===== config.mk =====
export PLATFORM = sky130hd
export DESIGN_NAME = sdram_port_arbiter
export DESIGN_NICKNAME = d
export VERILOG_FILES = /design/src/rtl/sdram_port_arbiter.sv
export SDC_FILE = /design/constraint.sdc
export NUM_CORES = 1
export LEC_CHECK = 0
export ABC_AREA = 1
export BUFFER_PORTS_ARGS = -buffer_cell sky130_fd_sc_hd__buf_2
export CAP_MARGIN = 20
export CORE_MARGIN = 2
export CORE_UTILIZATION = 30
export CTS_BUF_LIST = sky130_fd_sc_hd__clkbuf_8
export DETAILED_ROUTE_END_ITERATION = 6
export PLACE_DENSITY_LB_ADDON = 0.3
export SLEW_MARGIN = 20
export SYNTH_ARGS = -nofsm -noshare
export SYNTH_HDL_FRONTEND = slang
export SYNTH_SLANG_ARGS = --single-unit

===== constraint.sdc =====
create_clock -name clk -period 2.2 [get_ports clk]
set_input_delay 0.44 -clock clk [delete_from_list [all_inputs] [get_ports clk]]
set_output_delay 0.44 -clock clk [all_outputs]
set_load 0.02 [all_outputs]

===== src/rtl/sdram_port_arbiter.sv =====
// sdram_port_arbiter: shares the SDRAM controller command port between
// PortCount requesters with round-robin fairness, steers read data back to
// the issuing port, and bounds each transaction with a watchdog.
//
// state     | meaning
// ----------+-----------------------------------------------------------
// ST_IDLE   | waiting for cmdReady and a pending request; grants here
// ST_ISSUE  | one-cycle cmdTrigger / reqAccept pulse for the owner
// ST_SETTLE | ignores cmdReady while the controller drops it; clears watchdog
// ST_BUSY   | waits for cmdReady or watchdog expiry
module sdram_port_arbiter #(
    parameter int PortCount     = 4,
    parameter int AddrWidth     = 23,
    parameter int DataWidth     = 16,
    parameter int TimeoutCycles = 4095
) (
    input  logic                           clk,
    input  logic                           rst,
    input  logic [PortCount-1:0]           reqValid,
    input  logic [PortCount*AddrWidth-1:0] reqAddr,
    input  logic [PortCount-1:0]           reqWrite,
    input  logic [PortCount*DataWidth-1:0] reqWriteData,
    output logic [PortCount-1:0]           reqAccept,
    output logic [DataWidth-1:0]           reqReadData,
    output logic [PortCount-1:0]           reqReadDataValid,
    output logic                           errTimeout,
    input  logic                           cmdReady,
    output logic                           cmdTrigger,
    output logic [AddrWidth-1:0]           cmdAddr,
    output logic                           cmdWrite,
    output logic [DataWidth-1:0]           cmdWriteData,
    input  logic [DataWidth-1:0]           cmdReadData,
    input  logic                           cmdReadDataValid
);

    localparam int IdxW = (PortCount > 1) ? $clog2(PortCount) : 1;
    localparam int WdW  = $clog2(TimeoutCycles + 1);
    localparam logic [IdxW-1:0] LastPort = IdxW'(PortCount - 1);
    localparam logic [WdW-1:0]  WdLast   = WdW'(TimeoutCycles - 1);

    typedef enum logic [1:0] {
        ST_IDLE,
        ST_ISSUE,
        ST_SETTLE,
        ST_BUSY
    } state_t;

    state_t            state;
    state_t            state_nxt;
    logic [IdxW-1:0]   owner;
    logic [IdxW-1:0]   last_grant;
    logic [IdxW-1:0]   winner;
    logic              found;
    logic              owner_is_read;
    logic              grant;
    logic              wd_clear;
    logic              wd_inc;
    logic              wd_fire;
    logic [WdW-1:0]    wd_cnt;

    // Round-robin search: first pending port after last_grant, wrapping.
    always_comb begin
        winner = last_grant;
        found  = 1'b0;
        for (int k = 1; k <= PortCount; k++) begin
            if (!found && reqValid[(int'(last_grant) + k) % PortCount]) begin
                winner = IdxW'((int'(last_grant) + k) % PortCount);
                found  = 1'b1;
            end
        end
    end

    // Next-state decode with grant and watchdog controls.
    always_comb begin
        state_nxt = state;
        grant     = 1'b0;
        wd_clear  = 1'b0;
        wd_inc    = 1'b0;
        wd_fire   = 1'b0;
        case (state)
            ST_IDLE: begin
                if (cmdReady && (|reqValid)) begin
                    grant     = 1'b1;
                    state_nxt = ST_ISSUE;
                end
            end
            ST_ISSUE: state_nxt = ST_SETTLE;
            ST_SETTLE: begin
                wd_clear  = 1'b1;
                state_nxt = ST_BUSY;
            end
            ST_BUSY: begin
                if (cmdReady) begin
                    state_nxt = ST_IDLE;
                end else if (wd_cnt == WdLast) begin
                    wd_fire   = 1'b1;
                    state_nxt = ST_IDLE;
                end else begin
                    wd_inc = 1'b1;
                end
            end
            default: state_nxt = ST_IDLE;
        endcase
    end

    // State register.
    always_ff @(posedge clk) begin
        if (rst) state <= ST_IDLE;
        else     state <= state_nxt;
    end

    // Latch the winner and its command fields at grant; they hold until the next grant.
    always_ff @(posedge clk) begin
        if (rst) begin
            owner         <= '0;
            last_grant    <= LastPort;
            owner_is_read <= 1'b0;
            cmdAddr       <= '0;
            cmdWrite      <= 1'b0;
            cmdWriteData  <= '0;
        end else if (grant) begin
            owner         <= winner;
            last_grant    <= winner;
            owner_is_read <= ~reqWrite[winner];
            cmdAddr       <= reqAddr[int'(winner)*AddrWidth +: AddrWidth];
            cmdWrite      <= reqWrite[winner];
            cmdWriteData  <= reqWriteData[int'(winner)*DataWidth +: DataWidth];
        end
    end

    // Watchdog counter and sticky timeout flag.
    always_ff @(posedge clk) begin
        if (rst) begin
            wd_cnt     <= '0;
            errTimeout <= 1'b0;
        end else begin
            if (wd_clear)    wd_cnt <= '0;
            else if (wd_inc) wd_cnt <= wd_cnt + 1'b1;
            if (wd_fire) errTimeout <= 1'b1;
        end
    end

    assign cmdTrigger  = (state == ST_ISSUE);
    assign reqReadData = cmdReadData;

    // One-hot accept pulse and zero-latency read-data steering to the owner.
    always_comb begin
        reqAccept        = '0;
        reqReadDataValid = '0;
        if (state == ST_ISSUE) reqAccept[owner] = 1'b1;
        for (int i = 0; i < PortCount; i++) begin
            reqReadDataValid[i] = cmdReadDataValid & owner_is_read & (owner == IdxW'(i));
        end
    end

endmodule

==> results.md <==
- Drt first pass iters: 5
- Power per standard cell area: 1538 mW/mm²
- Pins Over Slew Limit: 0
- TNS Setup: 0 ns
- Status: completed
- CP Class: flip-flop to flip-flop
- Startpoint types: flip-flop
- Number of global-route vias before repair: 4,996
- Htree depth: 3
- Routed Antenna Nets: 0
- Post-CTS Resized: 0
- Number of max-cap violations: 0
- Final hold violations: 0
- Hold WS: 0.4259 ns
- Die X: 126.2 µm
- Grt ovf: 0
- Reg area: 0.001204 mm²
- Starting Density: 0.3071
- PortBufs: 217
- Global-route wire length before repair: 24,690 µm
- Avg Cell Area, Syn: 6.088 µm²
- Routed WL: 15,630 µm
- Number of synthesized register bits: 60
- CP Data Required Time: 2.42 ns
- Clock Path Buffers: 2
- Least-Margin Pin Slew: 0.5761 ns
- CTS Root Cell: clkbuf_8
- Fin crit share: 0.8825
- Clk_skew: 0.01060 ns
- Share of cells above drive strength 1: 0.2959
- HPWL Detailed: 11,740 µm
- Syn Std Cell Area: 0.004481 mm²
- Maximum VDD drop: 0.6160 mV
- P_leak: 3.090 nW
- Max-slew headroom: 0.6159
- GP Congestion: 0.8462
- Seq/Total Area, Yosys: 0.2681
- Clock transition at path regs: 0.07 ns
- Placeable Area: 0.01459 mm²
- Sink Count: 60
- Vias per cell: 4.850
- Die ar.: 0.01593 mm²
- Fillers: 1,622
- Initial drt markers: 228
- Footprint of the multi-input gates: 0.002638 mm²
- Clk_lat worst skew: 0.35 ns
- Initial antenna violation count: 1
- Tmin final: 1.942 ns
- Final setup viols: 0
- Part of the power in registers: 0.189
- Final total power: 9.009 mW
- Netlist cell types: 30
- Vias: 5,383
- # diodes: 0
- WP data arrival: 2.16 ns
- Fmax: 0.5151 GHz
- Crit end category: flip-flop
- # rows: 44
- Synth warn: 0
- Clk pwr share: 0.105
- Final Util: 0.4015
- CTS tree: built
- Gate Count Post-Synth: 736
- Wirelength per Cell: 14.08 µm
- Hold Crit Class: primary input to flip-flop
- Area Growth Syn to Fin: 30.72%
- Boundary pin count: 250
- Comb pwr share: 0.706
- Worst Path Max Fanout: 29
- Gr usage total: 0.1919
- Clock buffer count from CTS: 9
- # DRC: 0
- Layout Nets: 1,112
- Net count after synthesis: 927
- Post-CTS Setup Bufs: 0
- Cell Int Power: 4.287 mW
- Psw: 4.722 mW
- Largest net degree at the start of global routing: 43
- Switching share of power: 0.5242
- RSZ-0062 raised after global routing: no
- Die Y: 126.2 µm
- CTS Hold Buffers Added: 0
-- critical path, stage by stage (launching register included) --
cell and delay [ns]:
dfxtp_2 0.42, inv_4 0.09, nand2_1 0.08, nand2_2 0.08, nand2_1 0.08, nand2_2 0.08
nand2_2 0.11, nand2_2 0.07, nand2_4 0.09, buf_4 0.29, nand3b_1 0.11, nand2_1 0.08
nand2_1 0.05, nand3_1 0.08, a21oi_1 0.07
-- registers in the layout (all words and copies together), names as in the netlist --
register       flops
cmdWriteData      16
cmdAddr           23
errTimeout         1
owner              2
state              2
wd_cnt            12
cmdWrite           1
owner_is_read      1
last_grant         2
-- metrics by stage --
| step | setup WS, ns | cell area [µm²] | instances |
|---|---|---|---|
| 4_1_cts | 0.1378 | 5848 | 1110 |
| 6_report | 0.2585 | 5857 | 1110 |
| 3_5_place_dp | 0.1539 | 5664 | 1094 |
| 5_1_grt | 0.02592 | 5857 | 1110 |
| 2_1_floorplan | 0.4972 | 4481 | 736 |
| 3_3_place_gp | 0.1575 | 5664 | 1094 |
-- per-layer routing --
metal,global-route usage,vias up,wire [µm]
li1,-,2763,-
met1,0.2453,2404,7053
met2,0.3191,190,7201
met3,0.04970,24,1044
met4,0.05559,2,317
met5,0,-,13
-- power by group through the flow --
stage	registers, mW	clock network [mW]	logic, mW
after floorplan	2.06	0	4.21
after global placement	1.71	0	6.41
after detailed placement	1.72	0	6.40
after CTS	1.70	0.998	6.41
after global routing	1.75	1.05	7.12
final	1.70	0.950	6.36
-- final cells by class --
type | instances | share of cell area
multi-input combinational | 541 | 0.4503
timing repair buffer | 240 | 0.2284
sequential | 60 | 0.2055
inverter | 69 | 0.04508
tap | 184 | 0.03931
clock buffer | 9 | 0.02115
clock inverter | 7 | 0.01025
-- final timing paths --
check                           depth (start not counted)  slack (ns)           from              end
worst max-delay path                                   14        0.26  last_grant[0]  cmdWriteData[3]
worst max register to register                         14        0.26  last_grant[0]  cmdWriteData[3]
worst min-delay path                                    4        0.43       cmdReady       errTimeout
worst min register to register                          2        0.46     wd_cnt[10]       wd_cnt[10]
-- logic make-up (layout without fill, tap and decap cells) --
group	Yosys count	after routing	synth area share
AO/OA/AOI/OAI	68	68	0.07931
adder cells (fa/ha/maj)	7	7	0.01955
buffers and inverters	135	325	0.1455
flip-flops	60	60	0.2681
AND/OR/NAND/NOR	466	466	0.4876
-- synthesized netlist by cell type (all sizes together) --
master,instances,area [µm²]
nor3b,1,7.510
o211ai,2,15.01
nand2,221,862.1
o21a,1,7.510
a22oi,1,7.510
nand3,171,868.3
and3,1,6.260
dfxtp,60,1201
buf,56,346.6
nand3b,40,300.3
clkbuf,10,41.29
ha,7,87.58
nor2,18,67.56
o21ai,10,50.04
a21oi,52,260.3
a211oi,2,15.01
or2,1,6.260
inv,69,264.0
nor3,12,60.06
nand4,1,6.260
-- layout by cell type, fill, tap and decap left out --
cell        instances
buf_2             217
nand2_1           211
nand3_1           169
inv_1              67
dfxtp_1            58
a21oi_1            52
nand3b_1           40
nor2_1             17
buf_4              16
nor3_1             12
o21ai_0             9
clkbuf_8            9
nand2_2             8
ha_1                7
buf_12              6
clkinv_2            3
inv_4               2
nand2_4             2
inv_2               2
o211ai_1            2
a211oi_1            2
dfxtp_2             2
nand3_4             1
a22oi_1             1
o21ai_1             1
nand3_2             1
o21a_1              1
nor2_2              1
nand4_1             1
nor3b_1             1
or2_2               1
and3_1              1
clkinvlp_4          1
bufinv_16           1
buf_6               1
Power figures use the tool's default switching activity.
